==> src/rtl/uart_pkg.sv <==
// Shared UART definitions: receiver FSM states, oversampling ratio and default link settings.
package uart_pkg;

  typedef enum logic [2:0] {
    IDLE,
    START,
    DATA,
    PARITY,
    STOP,
    BREAK
  } rx_state_t;

  localparam int OVERSAMPLE     = 16;
  localparam int CLK_HZ_DEFAULT = 125000000;
  localparam int BAUD_DEFAULT   = 115200;

  // Rounded clock cycles per oversample tick.
  function automatic int clks_per_tick(input int clk_hz, input int baud);
    return (clk_hz + baud * (OVERSAMPLE / 2)) / (baud * OVERSAMPLE);
  endfunction

endpackage

==> src/rtl/uart_baud_tick.sv <==
// Free-running prescaler emitting a one-cycle tick every CLKS_PER_TICK clocks.
module uart_baud_tick #(
  parameter int CLKS_PER_TICK = 68
) (
  input  logic clk_125MHz,
  input  logic rst_n,
  output logic tick
);

  localparam int CW = (CLKS_PER_TICK > 1) ? $clog2(CLKS_PER_TICK) : 1;
  localparam logic [CW-1:0] LAST = CW'(CLKS_PER_TICK - 1);

  logic [CW-1:0] cnt;

  always_ff @(posedge clk_125MHz or negedge rst_n) begin
    if (!rst_n) begin
      cnt <= '0;
    end else if (cnt == LAST) begin
      cnt <= '0;
    end else begin
      cnt <= cnt + CW'(1);
    end
  end

  assign tick = (cnt == LAST);

endmodule

==> src/rtl/uart_rx_os.sv <==
// 16x-oversampled UART receiver with start-glitch rejection, framing and overrun flags.
// Define UART_RX_PARITY_EN to receive 8E1 frames and expose rx_parity_err.
module uart_rx_os
  import uart_pkg::*;
#(
  parameter int CLK_HZ = CLK_HZ_DEFAULT,
  parameter int BAUD   = BAUD_DEFAULT
) (
  input  logic       clk_125MHz,
  input  logic       rst_n,
  input  logic       rx,
  output logic [7:0] rx_d,
  output logic       rx_valid,
  input  logic       rx_ack,
  output logic       rx_frame_err,
`ifdef UART_RX_PARITY_EN
  output logic       rx_parity_err,
`endif
  output logic       rx_overrun
);

  localparam int CLKS_PER_TICK = clks_per_tick(CLK_HZ, BAUD);

  logic      rx_s1;
  logic      rxs;
  logic      tick;
  rx_state_t state;
  logic [3:0] os_cnt;
  logic [2:0] bit_cnt;
  logic [7:0] sh;
`ifdef UART_RX_PARITY_EN
  logic       par_bad;
`endif

  // Line idles high, so the synchronizer resets to 1 to avoid a false start.
  always_ff @(posedge clk_125MHz or negedge rst_n) begin
    if (!rst_n) begin
      rx_s1 <= 1'b1;
      rxs   <= 1'b1;
    end else begin
      rx_s1 <= rx;
      rxs   <= rx_s1;
    end
  end

  uart_baud_tick #(
    .CLKS_PER_TICK(CLKS_PER_TICK)
  ) u_tick (
    .clk_125MHz(clk_125MHz),
    .rst_n     (rst_n),
    .tick      (tick)
  );

  always_ff @(posedge clk_125MHz or negedge rst_n) begin
    if (!rst_n) begin
      state        <= IDLE;
      os_cnt       <= '0;
      bit_cnt      <= '0;
      sh           <= '0;
      rx_d         <= '0;
      rx_valid     <= 1'b0;
      rx_frame_err <= 1'b0;
      rx_overrun   <= 1'b0;
`ifdef UART_RX_PARITY_EN
      par_bad       <= 1'b0;
      rx_parity_err <= 1'b0;
`endif
    end else begin
      rx_frame_err <= 1'b0;
      if (rx_ack && rx_valid) begin
        rx_valid   <= 1'b0;
        rx_overrun <= 1'b0;
`ifdef UART_RX_PARITY_EN
        rx_parity_err <= 1'b0;
`endif
      end
      // A completing byte below overrides the ack clear: the new byte wins.
      if (tick) begin
        case (state)
          IDLE: begin
            if (!rxs) begin
              state  <= START;
              os_cnt <= '0;
            end
          end
          START: begin
            if (os_cnt == 4'd7) begin
              if (rxs) begin
                state <= IDLE;
              end else begin
                os_cnt  <= '0;
                bit_cnt <= '0;
                state   <= DATA;
              end
            end else begin
              os_cnt <= os_cnt + 4'd1;
            end
          end
          DATA: begin
            if (os_cnt == 4'd15) begin
              os_cnt  <= '0;
              sh      <= {rxs, sh[7:1]};
              bit_cnt <= bit_cnt + 3'd1;
              if (bit_cnt == 3'd7) begin
`ifdef UART_RX_PARITY_EN
                state <= PARITY;
`else
                state <= STOP;
`endif
              end
            end else begin
              os_cnt <= os_cnt + 4'd1;
            end
          end
`ifdef UART_RX_PARITY_EN
          PARITY: begin
            if (os_cnt == 4'd15) begin
              os_cnt  <= '0;
              par_bad <= ^{sh, rxs};
              state   <= STOP;
            end else begin
              os_cnt <= os_cnt + 4'd1;
            end
          end
`endif
          STOP: begin
            if (os_cnt == 4'd15) begin
              os_cnt <= '0;
              if (rxs) begin
                rx_d     <= sh;
                rx_valid <= 1'b1;
                if (rx_valid && !rx_ack) begin
                  rx_overrun <= 1'b1;
                end
`ifdef UART_RX_PARITY_EN
                rx_parity_err <= par_bad;
`endif
                state <= IDLE;
              end else begin
                rx_frame_err <= 1'b1;
                state        <= BREAK;
              end
            end else begin
              os_cnt <= os_cnt + 4'd1;
            end
          end
          // Wait for the line to return high so a held break reports only once.
          BREAK: begin
            if (rxs) begin
              state <= IDLE;
            end
          end
          default: state <= IDLE;
        endcase
      end
    end
  end

endmodule

==> config.mk <==
export PLATFORM = sky130hd
export DESIGN_NAME = uart_rx_os
export DESIGN_NICKNAME = d
export VERILOG_FILES = /design/src/rtl/uart_pkg.sv /design/src/rtl/uart_baud_tick.sv /design/src/rtl/uart_rx_os.sv
export SDC_FILE = /design/constraint.sdc
export NUM_CORES = 1
export LEC_CHECK = 0
export ABC_CLOCK_PERIOD_IN_PS = 5650
export BUFFER_PORTS_ARGS = -buffer_cell sky130_fd_sc_hd__buf_2
export CAP_MARGIN = 30
export CORE_ASPECT_RATIO = 2
export CORE_MARGIN = 2
export CORE_UTILIZATION = 55
export DETAILED_ROUTE_END_ITERATION = 8
export PLACE_DENSITY = 0.84
export SETUP_SLACK_MARGIN = 0.3
export SLEW_MARGIN = 30
export SYNTH_ARGS = -nofsm -noshare
export SYNTH_HDL_FRONTEND = slang
export SYNTH_HIERARCHICAL = 1
export SYNTH_SLANG_ARGS = --single-unit
==> constraint.sdc <==
create_clock -name clk_125MHz -period 5.65 [get_ports clk_125MHz]
set_input_delay 0.565 -clock clk_125MHz [delete_from_list [all_inputs] [get_ports clk_125MHz]]
set_output_delay 0.565 -clock clk_125MHz [all_outputs]
set_load 0.1 [all_outputs]
; ---- Yosys cells after proc, flatten, opt, wreduce, memory -nomap -nowiden
; Cells that the tools add are included.
[totals]
latch_bits = 0
n_memories = 0
mem_bits_rw = 0
input_bits = 4
rom_bits = 0
regBits = 38
[classes]
div_mod_pow = 0
magnitude_cmp = 0
n_bitwise = 0
n_reduce_logical = 12
mul = 0
n_addsub = 3
eq_ne = 15
n_mux = 33
shift = 0
[ops]
columns = operator, count
row1 = two-way mux 3 bit, 10
row2 = two-way mux 1 bit, 15
row3 = case mux 3 bit (5 select lines), 1
row4 = "inequality test 2 bit, second input constant", 7
row5 = two-way mux 4 bit, 3
row6 = case mux 4 bit (3 select lines), 1
row7 = "== test 3 bit, second input constant", 3
row8 = "adder 7 x 1 -> 7 bit, second input constant", 1
row9 = "== test 7 bit, second input constant", 1
row10 = two-way mux 7 bit, 1
row11 = AND reduction 7 bit, 1
row12 = case mux 3 bit (2 select lines), 1
row13 = AND reduction 5 bit, 1
row14 = "adder 4 x 1 -> 4 bit, second input constant", 1
row15 = "== test 4 x 3 -> 1 bit, second input constant", 1
row16 = "== test 4 bit, second input constant", 1
row17 = AND reduction 4 bit, 1
row18 = "adder 3 x 1 -> 3 bit, second input constant", 1
row19 = "== test 3 x 1 -> 1 bit, second input constant", 1
row20 = "== test 3 x 2 -> 1 bit, second input constant", 1
row21 = zero test 3 bit, 1
row22 = AND reduction 3 bit, 1
row23 = nonzero test 3 bit, 1
row24 = logical AND 1 bit, 2
row25 = other kinds (5), 5

; ---- Logic depth before layout (Yosys ltp)
; Gate-level depths: netlist of the first run.
[depth]
word_depth = 7
mapped_depth = 9
depth_no_buf = 7

; ---- Hierarchy
; Netlist of the first run, hierarchy kept.
[modules_own_cells]
columns = module, cells_each, area_per_inst_um2, n_inst, seq_area_each_um2
row1 = uart_rx_os, 120, 1507.7, 1, 778.2
row2 = uart_baud_tick, 27, 304.0, 1, 175.2

; ---- Least setup slack after synthesis of the first run
; No wires, ideal clock.
[synth_timing]
path_type = register to register
from = register u_tick.cnt[0]
to = register sh[7]
setup_slack_ns = 3.438
required_ns = 5.522
arrival_ns = 2.084
synth_period_minus_slack_ns = 2.212
path_stages_with_launch = 10
path_buffers = 2
cell_sequence = dfrtp_1 -> ha_1 -> nand3b_1 -> nor4_1 -> buf_2 -> inv_2 -> nor2_1 -> and3_1 -> buf_4 -> mux2_1
[synth_via]
elab_chain_cells = 2
[synth_rtl]
columns = item, line_no
row1 = "start, declared", uart_baud_tick.sv:13  ; logic [CW-1:0] cnt;
row2 = "start signal, assigned", uart_baud_tick.sv:21  ; cnt <= cnt + CW'(1);
row3 = == test 7 bit, uart_baud_tick.sv:25  ; assign tick = (cnt == LAST);
row4 = via tick, uart_rx_os.sv:26  ; logic tick;
row5 = AND reduction 3 bit (no source line), --
row6 = "end signal, assigned", uart_rx_os.sv:102  ; sh <= {rxs, sh[7:1]};
row7 = "end, declared", uart_rx_os.sv:30  ; logic [7:0] sh;
; The timed path passes the listed nets, and every way through them passes these cells.
; A chain may end at the register's enable or synchronous reset.

; ---- Worst setup path in the final report of the first run
[layout_timing]
from = register u_tick.cnt[0]
to = register sh[0]
; The elaborated chain is that of the path after synthesis.

==> metrics.txt, run 1 <==
# TYPE chip_impl_metric gauge
chip_impl_info{name="run_status",value="finished clean"} 1
chip_impl_metric{name="design.die.area",unit="um2"} 3797
chip_impl_metric{name="initial_utilization",unit="%"} 57.39
chip_impl_metric{name="core_area",unit="um2"} 3157
chip_impl_info{name="synth.largest_area_cell",value="sky130_fd_sc_hd__dfrtp_1"} 1
chip_impl_metric{name="max_slew_margin",unit="%"} 63.78
chip_impl_metric{name="irDropWorstVdd",unit="mV"} 0.3703
chip_impl_metric{name="cts_buffers",unit=""} 5
chip_impl_metric{name="final.min_clock_period",unit="ns"} 2.366
chip_impl_metric{name="post_synth_mux_area_share",unit="%"} 10.57
chip_impl_metric{name="synth_fp_nets",unit=""} 155
chip_impl_metric{name="fmaxAchievable",unit="MHz"} 422.6
chip_impl_metric{name="clk_transition_reported_paths",unit="ns"} 0.08
chip_impl_metric{name="overall_track_demand_over_capacity_in_global_routing",unit="%"} 20.41
chip_impl_metric{name="ys_seq_elements",unit=""} 38
chip_impl_metric{name="fin_crit_sh",unit="%"} 41.88
chip_impl_metric{name="drt_pass1_iterations",unit=""} 4
chip_impl_info{name="hp-class",value="in2async"} 1
chip_impl_metric{name="max_cap_violations",unit=""} 0
chip_impl_metric{name="floorplan.rows",unit=""} 29
chip_impl_info{name="cts-root-buf",value="sky130_fd_sc_hd__clkbuf_8"} 1
chip_impl_info{name="critical_path.endpoint_type",value="register"} 1
chip_impl_metric{name="ports_placed_on_the_boundary",unit=""} 15
chip_impl_metric{name="syn_avg_cell_area",unit="um2"} 12.32
chip_impl_info{name="synth_top_flop_cell",value="sky130_fd_sc_hd__dfrtp_1"} 1
chip_impl_metric{name="initial_antenna_violation_count",unit=""} 0
chip_impl_metric{name="post_synthesis_cells",unit=""} 147
chip_impl_metric{name="multiInputGateArea",unit="um2"} 799.5
chip_impl_metric{name="viasPerCell",unit=""} 6.480
chip_impl_info{name="rsz0062_at_grt",value="no"} 1
chip_impl_metric{name="antennaDiodeCount",unit=""} 0
chip_impl_metric{name="synth.cell_area",unit="um2"} 1812
chip_impl_metric{name="die_width",unit="um"} 44.59
chip_impl_info{name="synth_top_family_by_area",value="simple AND/OR/NAND/NOR gates"} 1
chip_impl_metric{name="area.growth.synth_to_final",unit="%"} 13.40
chip_impl_metric{name="finish.net_count",unit=""} 172
chip_impl_metric{name="drt_wl_cell",unit="um"} 16.88
chip_impl_metric{name="synth_simple_gate_area_share",unit="%"} 15.26
chip_impl_metric{name="globalplace.congestion",unit=""} 0.8869
chip_impl_metric{name="yosys_warnings",unit=""} 6
chip_impl_metric{name="drc_errors",unit=""} 0
chip_impl_metric{name="timing.final.setup_violations",unit=""} 0
chip_impl_metric{name="utilization",unit="%"} 65.08
chip_impl_metric{name="synth_top_area_share",unit="%"} 49.72
chip_impl_metric{name="chipHeight",unit="um"} 85.17
chip_impl_metric{name="wirelength",unit="um"} 3308
chip_impl_metric{name="synth-async-reset-ratio",unit="%"} 100.0
chip_impl_metric{name="timing.critical_path.fanout_max",unit=""} 11
chip_impl_metric{name="synth-seq-area-share",unit="%"} 52.62
chip_impl_metric{name="number_of_enable_type_register_cells_in_the_synthesized_netlist",unit=""} 0
chip_impl_metric{name="regArea",unit="um2"} 953.4
chip_impl_metric{name="hpwlAfterDp",unit="um"} 2350
chip_impl_metric{name="final_hold_viol_count",unit=""} 0
chip_impl_metric{name="route.vias.total",unit=""} 1270
chip_impl_metric{name="post_route_cells_drive_above_1_share",unit="%"} 23.64
chip_impl_metric{name="yosys.cell_types.count",unit=""} 52
chip_impl_metric{name="post_synth_xor_area_fraction",unit="%"} 2.417
chip_impl_metric{name="crit_path_required_time",unit="ns"} 5.83
chip_impl_metric{name="ctsHtreeMaxLevel",unit=""} 2
chip_impl_metric{name="tightestPinTransition",unit="ns"} 0.5433
chip_impl_metric{name="clkLatencyLatePin",unit="ns"} 0.29
chip_impl_metric{name="clockBufferDepth",unit=""} 2
chip_impl_metric{name="postCtsSetupRepairBufs",unit=""} 0
chip_impl_metric{name="power-per-cell-area",unit="nW/um2"} 274.4
chip_impl_metric{name="post_cts.resized_instances",unit=""} 0
chip_impl_metric{name="cts_num_sinks",unit=""} 38
chip_impl_metric{name="n_fill_cell",unit=""} 244
chip_impl_metric{name="critical_path_arrival",unit="ns"} 2.54
chip_impl_metric{name="maximum_number_of_pins_on_one_net_before_global_route_repair",unit=""} 39
chip_impl_metric{name="detailedRoute.firstIterationViolations",unit=""} 32
chip_impl_info{name="netlist_top_cells_area",value="sky130_fd_sc_hd__dfrtp_1 (50%), sky130_fd_sc_hd__mux2_1 (7.5%), sky130_fd_sc_hd__mux2_2 (3.1%)"} 1
chip_impl_metric{name="drt_antenna_net_count",unit=""} 0
chip_impl_info{name="worstSetupPathType",value="reg2reg"} 1
chip_impl_metric{name="grt.overflow.total",unit=""} 0
chip_impl_metric{name="synth-compound-area-share",unit="%"} 13.12
chip_impl_metric{name="static-leakage-power",unit="nW"} 0.9937
chip_impl_metric{name="timing_max_transition_violations_final",unit=""} 0
chip_impl_metric{name="first_global_vias",unit=""} 1302
chip_impl_metric{name="synth-adder-area-share",unit="%"} 2.762
chip_impl_metric{name="setup-tns-final",unit="ns"} 0
chip_impl_metric{name="fin_worst_skew",unit="ns"} 0.009260
chip_impl_info{name="cts_tree",value="yes"} 1
chip_impl_metric{name="global_route_wire_length_before_repair",unit="um"} 5796
chip_impl_info{name="critical_path.startpoint_type",value="register"} 1
chip_impl_metric{name="numPortBuffers",unit=""} 14
chip_impl_metric{name="cts_hold_buffers",unit=""} 0
[cells in the final DEF, fill, tap and decap left out, types with 4 or more instances in the layout]
master,instances
sky130_fd_sc_hd__o21ai_0,4
sky130_fd_sc_hd__nand3_1,6
sky130_fd_sc_hd__nor2_1,8
sky130_fd_sc_hd__xnor2_1,4
sky130_fd_sc_hd__mux2_1,12
sky130_fd_sc_hd__buf_2,14
sky130_fd_sc_hd__mux2_2,5
sky130_fd_sc_hd__dfrtp_1,36
sky130_fd_sc_hd__clkbuf_8,6
sky130_fd_sc_hd__nand2_1,5
sky130_fd_sc_hd__ha_1,4
sky130_fd_sc_hd__a21oi_1,4
[per-layer routing]
metal  global-route usage, %  wire (um)
met1                   23.00       1218
met2                   32.67       1859
met3                   6.809        162
met4                   11.02         68
met5                       0          0
[worst paths after layout]
path	startpoint	to	slack, ns	cells after the start
setup reg to reg	u_tick/cnt[0]$_DFF_PN0_	sh[0]$_DFFE_PN0P_	3.28	7
setup / recovery	u_tick/cnt[0]$_DFF_PN0_	sh[0]$_DFFE_PN0P_	3.28	7
hold / removal	rst_n	rx_frame_err$_DFF_PN0_	0.19	1
min in group clk_125MHz	rx_s1$_DFF_PN1_	rxs$_DFF_PN1_	0.36	0
hold reg to reg	rx_s1$_DFF_PN1_	rxs$_DFF_PN1_	0.36	0
max in group asynchronous	rst_n	sh[4]$_DFFE_PN0P_	5.01	2
[registers in the layout, indices dropped and copies added, names as in the netlist, named ones only]
register and flops:
bit_cnt 3, os_cnt 4, rx_d 8, rx_frame_err 1, rx_s1 1, rx_valid 1
rxs 1, sh 8, state 3, u_tick/cnt 7
[area by class of cell]
cell class | instances | area share [%]
multi-input combinational | 99 | 38.92
sequential | 38 | 46.41
clock inverter | 2 | 2.923
clock buffer | 6 | 4.019
timing repair buffer | 16 | 5.116
tap | 31 | 1.888
inverter | 4 | 0.7308
[synthesized netlist by cell type, types with 3 or more instances]
master,instances
sky130_fd_sc_hd__dfrtp_1,36
sky130_fd_sc_hd__nand2_1,5
sky130_fd_sc_hd__mux2_1,12
sky130_fd_sc_hd__ha_1,4
sky130_fd_sc_hd__mux2_2,5
sky130_fd_sc_hd__nor2_1,8
sky130_fd_sc_hd__xnor2_1,4
sky130_fd_sc_hd__nand3_1,6
sky130_fd_sc_hd__nor3_1,3
sky130_fd_sc_hd__o21ai_0,4
sky130_fd_sc_hd__inv_1,3
sky130_fd_sc_hd__a21oi_1,4
[report_power, final]
group,total (mW),internal (mW),switching (mW)
Combinational,0.00960,0.00304,0.00656
Sequential,0.275,0.273,0.00129
Clock,0.280,0.188,0.0915
Total,0.564,0.464,0.0993
[cell families (layout without fill, tap and decap cells)]
| logic type | after synthesis | after routing |
|---|---|---|
| AOI/OAI and AO/OA | 30 | 30 |
| xor gates and xnor gates | 5 | 5 |
| adders and majority gates | 4 | 4 |
| buffers and inverters | 10 | 28 |
| DFF | 38 | 38 |
| muxes | 17 | 17 |
| and+or+nand+nor | 43 | 43 |
[per-stage QoR]
stage / power [mW] / instance area, um2 / setup WS [ns] / std cells / hold WS, ns
after floorplan: 0.2804 / 1812 / 3.438 / 147 / 0.2694
after global placement: 0.2870 / 1884 / 3.410 / 187 / 0.3457
after detailed placement: 0.2873 / 1884 / 3.284 / 187 / 0.3494
after CTS: 0.5694 / 2027 / 3.268 / 195 / 0.3601
after global routing: 0.5830 / 2054 / 3.031 / 196 / 0.2193
final: 0.5638 / 2054 / 3.284 / 196 / 0.1877
[critical path, stage by stage (launching register included)]
cell,delay (ns)
sky130_fd_sc_hd__dfrtp_1,0.39
sky130_fd_sc_hd__ha_1,0.28
sky130_fd_sc_hd__nand3b_1,0.10
sky130_fd_sc_hd__nor4_1,0.32
sky130_fd_sc_hd__inv_2,0.11
sky130_fd_sc_hd__nor2_1,0.19
sky130_fd_sc_hd__and3_1,0.48
sky130_fd_sc_hd__mux2_2,0.39
Power figures use the tool's default switching activity.
==> inputs of run 2 (changes only) <==
--- a/config.mk
+++ b/config.mk
@@ -5,7 +5,8 @@
 export SDC_FILE = /design/constraint.sdc
 export NUM_CORES = 1
 export LEC_CHECK = 0
-export ABC_CLOCK_PERIOD_IN_PS = 5650
+export ABC_AREA = 1
+export ABC_CLOCK_PERIOD_IN_PS = 2300
 export BUFFER_PORTS_ARGS = -buffer_cell sky130_fd_sc_hd__buf_2
 export CAP_MARGIN = 30
 export CORE_ASPECT_RATIO = 2
==> constraint.sdc (replaced) <==
create_clock -name clk_125MHz -period 2.3 [get_ports clk_125MHz]
set_input_delay 0.23 -clock clk_125MHz [delete_from_list [all_inputs] [get_ports clk_125MHz]]
set_output_delay 0.23 -clock clk_125MHz [all_outputs]
set_load 0.1 [all_outputs]
==> metrics.txt, run 2 <==
# TYPE chip_impl_metric gauge
chip_impl_metric{name="yosys.cell_types.count",unit=""} 27
chip_impl_metric{name="cts_buffers",unit=""} 5
chip_impl_metric{name="utilization",unit="%"} 61.43
chip_impl_metric{name="synth-adder-area-share",unit="%"} 2.503
chip_impl_metric{name="max_cap_violations",unit=""} 0
chip_impl_metric{name="holdWs",unit="ns"} 0.01349
chip_impl_metric{name="drt_wl_cell",unit="um"} 12.56
chip_impl_metric{name="globalplace.congestion",unit=""} 0.8796
chip_impl_metric{name="clockBufferDepth",unit=""} 2
chip_impl_metric{name="drt_antenna_net_count",unit=""} 0
chip_impl_metric{name="grt_util_met3",unit="%"} 2.626
chip_impl_info{name="synth_top_flop_cell",value="sky130_fd_sc_hd__dfrtp_1"} 1
chip_impl_metric{name="clk_transition_reported_paths",unit="ns"} 0.08
chip_impl_metric{name="post_synth_mux_area_share",unit="%"} 0
chip_impl_metric{name="reg2reg_setup_slack",unit="ns"} 0.49
chip_impl_metric{name="multiInputGateArea",unit="um2"} 874.6
chip_impl_info{name="reg2reg_to",value="sh[0]$_DFFE_PN0P_"} 1
chip_impl_metric{name="clkLatencyLatePin",unit="ns"} 0.30
chip_impl_info{name="synth_top_family_by_area",value="simple AND/OR/NAND/NOR gates"} 1
chip_impl_metric{name="post_synthesis_cells",unit=""} 235
chip_impl_metric{name="design.die.area",unit="um2"} 4163
chip_impl_metric{name="number_of_enable_type_register_cells_in_the_synthesized_netlist",unit=""} 0
chip_impl_metric{name="layout.cells.non_filler",unit=""} 302
chip_impl_info{name="rsz0062_at_grt",value="no"} 1
chip_impl_metric{name="grtUsageMet2",unit="%"} 36.62
chip_impl_metric{name="tightestPinTransition",unit="ns"} 0.8020
chip_impl_info{name="synth_most_common_cell",value="sky130_fd_sc_hd__nand2_1"} 1
chip_impl_info{name="path_cells",value="ha_1, nand2_1, nand3b_1, inv_1, inv_1, nor2_8, nand2_4, nand2_1, o21ai_2"} 1
chip_impl_metric{name="ff2ff_path_depth",unit=""} 9
chip_impl_metric{name="detailedRoute.firstIterationViolations",unit=""} 41
chip_impl_metric{name="timing_max_transition_violations_final",unit=""} 0
chip_impl_metric{name="grt_util_met1",unit="%"} 26.05
chip_impl_metric{name="static-leakage-power",unit="nW"} 1.252
chip_impl_metric{name="die_width",unit="um"} 46.64
chip_impl_metric{name="synth.cell_area",unit="um2"} 1999
chip_impl_metric{name="floorplan.rows",unit=""} 31
chip_impl_info{name="crit_slowest_cell",value="sky130_fd_sc_hd__dfrtp_1"} 1
chip_impl_metric{name="synth_simple_gate_area_share",unit="%"} 30.79
chip_impl_metric{name="synth_fp_nets",unit=""} 243
chip_impl_metric{name="final_hold_viol_count",unit=""} 0
chip_impl_metric{name="finish.net_count",unit=""} 260
chip_impl_metric{name="syn_avg_cell_area",unit="um2"} 8.508
chip_impl_metric{name="timing.critical_path.fanout_max",unit=""} 16
chip_impl_info{name="global_route.peak_usage_layer",value="met2"} 1
chip_impl_metric{name="cts_num_sinks",unit=""} 38
chip_impl_metric{name="setup-tns-final",unit="ns"} 0
chip_impl_metric{name="irDropWorstVdd",unit="mV"} 0.7311
chip_impl_metric{name="cts_hold_buffers",unit=""} 0
chip_impl_metric{name="global_route_wire_length_before_repair",unit="um"} 6527
chip_impl_metric{name="grt.overflow.total",unit=""} 0
chip_impl_metric{name="core_area",unit="um2"} 3568
chip_impl_info{name="critical_path.startpoint_type",value="register"} 1
chip_impl_info{name="synth.largest_area_cell",value="sky130_fd_sc_hd__dfrtp_1"} 1
chip_impl_metric{name="chipHeight",unit="um"} 89.27
chip_impl_metric{name="wirelength",unit="um"} 3792
chip_impl_metric{name="ys_seq_elements",unit=""} 38
chip_impl_metric{name="postCtsSetupRepairBufs",unit=""} 0
chip_impl_metric{name="regArea",unit="um2"} 953.4
chip_impl_metric{name="max_slew_margin",unit="%"} 46.53
chip_impl_info{name="crit_path_start",value="u_tick/cnt[0]$_DFF_PN0_"} 1
chip_impl_metric{name="overall_track_demand_over_capacity_in_global_routing",unit="%"} 21.77
chip_impl_info{name="cts_tree",value="yes"} 1
chip_impl_metric{name="hpwlAfterDp",unit="um"} 2763
chip_impl_metric{name="post_synth_xor_area_fraction",unit="%"} 1.752
chip_impl_metric{name="final.min_clock_period",unit="ns"} 1.807
chip_impl_metric{name="initial_utilization",unit="%"} 56.03
chip_impl_info{name="hp-class",value="in2async"} 1
chip_impl_metric{name="synth-seq-area-share",unit="%"} 47.68
chip_impl_metric{name="fin_crit_sh",unit="%"} 78.55
chip_impl_metric{name="post_cts.resized_instances",unit=""} 0
chip_impl_metric{name="first_global_vias",unit=""} 1515
chip_impl_metric{name="synth_top_area_share",unit="%"} 45.06
chip_impl_metric{name="ctsHtreeMaxLevel",unit=""} 2
chip_impl_info{name="run_status",value="finished clean"} 1
chip_impl_info{name="synth_top_cells_by_count",value="sky130_fd_sc_hd__nand2_1 (63), sky130_fd_sc_hd__dfrtp_1 (36), sky130_fd_sc_hd__inv_1 (30)"} 1
chip_impl_metric{name="post_route_cells_drive_above_1_share",unit="%"} 24.11
chip_impl_metric{name="crit_path_max_incr_delay",unit="ns"} 0.38
chip_impl_metric{name="drc_errors",unit=""} 0
chip_impl_metric{name="numPortBuffers",unit=""} 14
chip_impl_info{name="top_regs",value="rx_d (8), sh (8), u_tick/cnt (7)"} 1
chip_impl_metric{name="yosys_warnings",unit=""} 6
chip_impl_metric{name="placed_cells_incl_taps",unit=""} 294
chip_impl_metric{name="n_fill_cell",unit=""} 315
chip_impl_metric{name="viasPerCell",unit=""} 5.123
chip_impl_info{name="critical_path.endpoint_type",value="register"} 1
chip_impl_info{name="cts-root-buf",value="sky130_fd_sc_hd__clkbuf_8"} 1
chip_impl_metric{name="maximum_number_of_pins_on_one_net_before_global_route_repair",unit=""} 39
chip_impl_metric{name="drt_pass1_iterations",unit=""} 4
chip_impl_metric{name="synth-compound-area-share",unit="%"} 8.698
chip_impl_metric{name="fmaxAchievable",unit="MHz"} 553.5
chip_impl_info{name="worstSetupPathType",value="reg2reg"} 1
chip_impl_metric{name="timing.final.setup_violations",unit=""} 0
chip_impl_info{name="endpoint",value="sh[0]$_DFFE_PN0P_"} 1
chip_impl_info{name="reg2reg_from",value="u_tick/cnt[0]$_DFF_PN0_"} 1
chip_impl_metric{name="fin_worst_skew",unit="ns"} 0.01027
chip_impl_metric{name="ports_placed_on_the_boundary",unit=""} 15
chip_impl_metric{name="crit_path_required_time",unit="ns"} 2.48
chip_impl_metric{name="route.vias.total",unit=""} 1547
chip_impl_metric{name="initial_antenna_violation_count",unit=""} 0
chip_impl_info{name="final_common_cell",value="sky130_fd_sc_hd__nand2_1"} 1
chip_impl_info{name="layout_common_cells",value="sky130_fd_sc_hd__nand2_1 (63), sky130_fd_sc_hd__dfrtp_1 (36), sky130_fd_sc_hd__inv_1 (30), sky130_fd_sc_hd__nand3_1 (23)"} 1
chip_impl_metric{name="critical_path_arrival",unit="ns"} 1.99
chip_impl_metric{name="area.growth.synth_to_final",unit="%"} 9.637
chip_impl_metric{name="power-per-cell-area",unit="nW/um2"} 540.9
chip_impl_metric{name="antennaDiodeCount",unit=""} 0
chip_impl_info{name="netlist_top_cells_area",value="sky130_fd_sc_hd__dfrtp_1 (45%), sky130_fd_sc_hd__nand2_1 (12%), sky130_fd_sc_hd__o21ai_2 (6.6%)"} 1
chip_impl_metric{name="synth-async-reset-ratio",unit="%"} 100.0
==> run 2: changes by cell type after synthesis, sizes merged, moves of 4 or more <==
| cell | previous run | this run |
|---|---|---|
| inv | 4 | 36 |
| nor2 | 9 | 22 |
| mux2 | 17 | 0 |
| nand2 | 5 | 70 |
| nand4 | 2 | 6 |
| o21ai | 6 | 20 |
| nand3 | 6 | 25 |
==> run 2: cell type report <==
| type | instances | area share (%) |
|---|---|---|
| sequential | 38 | 43.49 |
| timing repair buffer | 14 | 3.196 |
| tap | 49 | 2.797 |
| clock inverter | 2 | 0.5708 |
| clock buffer | 6 | 3.767 |
| inverter | 36 | 6.279 |
| multi-input combinational | 157 | 39.90 |
==> run 2: worst min-delay path by stage <==
stage	end	depth (start not counted)	slack (ns)
floorplan	async pin	0	-0.07
global placement	rx_s1$_DFF_PN1_	1	0.34
detailed placement	rx_s1$_DFF_PN1_	1	0.34
CTS	rx_s1$_DFF_PN1_	1	0.03
global route	rx_s1$_DFF_PN1_	1	0.03
finish	rx_frame_err$_DFF_PN0_	1	0.01
==> run 2: worst max-delay path, delay by kind of cell, from the launching register on <==
family | cells | cell delay [ns]
DFF | 1 | 0.38
AOI/OAI and AO/OA | 1 | 0.06
buffers and inverters | 2 | 0.31
and+or+nand+nor | 5 | 0.73
adders and majority gates | 1 | 0.21
==> run 2: where the power goes <==
part | internal (mW) | switching [mW]
clock | 0.241 | 0.239
sequential | 0.672 | 0.00299
combinational | 0.00420 | 0.0264
==> run 2: logic make-up (layout without fill, tap and decap cells) <==
logic type,count (synthesis),count (layout)
simple gates,126,126
buf+inv,40,58
flops,38,38
compound gates,23,23
fa+ha+maj,4,4
xor+xnor,4,4
==> run 2: metal layers <==
layer | vias to the layer above | wire length, um
met4 | 0 | 122
met1 | 743 | 1447
li1 | 775 | -
met3 | 10 | 67
met2 | 19 | 2155
met5 | - | 0
==> run 2: through the flow <==
| step | power, mW | instance area (um2) | setup WS [ns] |
|---|---|---|---|
| 2_1_floorplan | 0.7018 | 1999 | 0.6649 |
| 3_3_place_gp | 0.7193 | 2097 | 0.6191 |
| 3_5_place_dp | 0.7201 | 2097 | 0.5317 |
| 4_1_cts | 1.192 | 2192 | 0.5028 |
| 5_1_grt | 1.220 | 2192 | 0.3049 |
| 6_report | 1.186 | 2192 | 0.4933 |
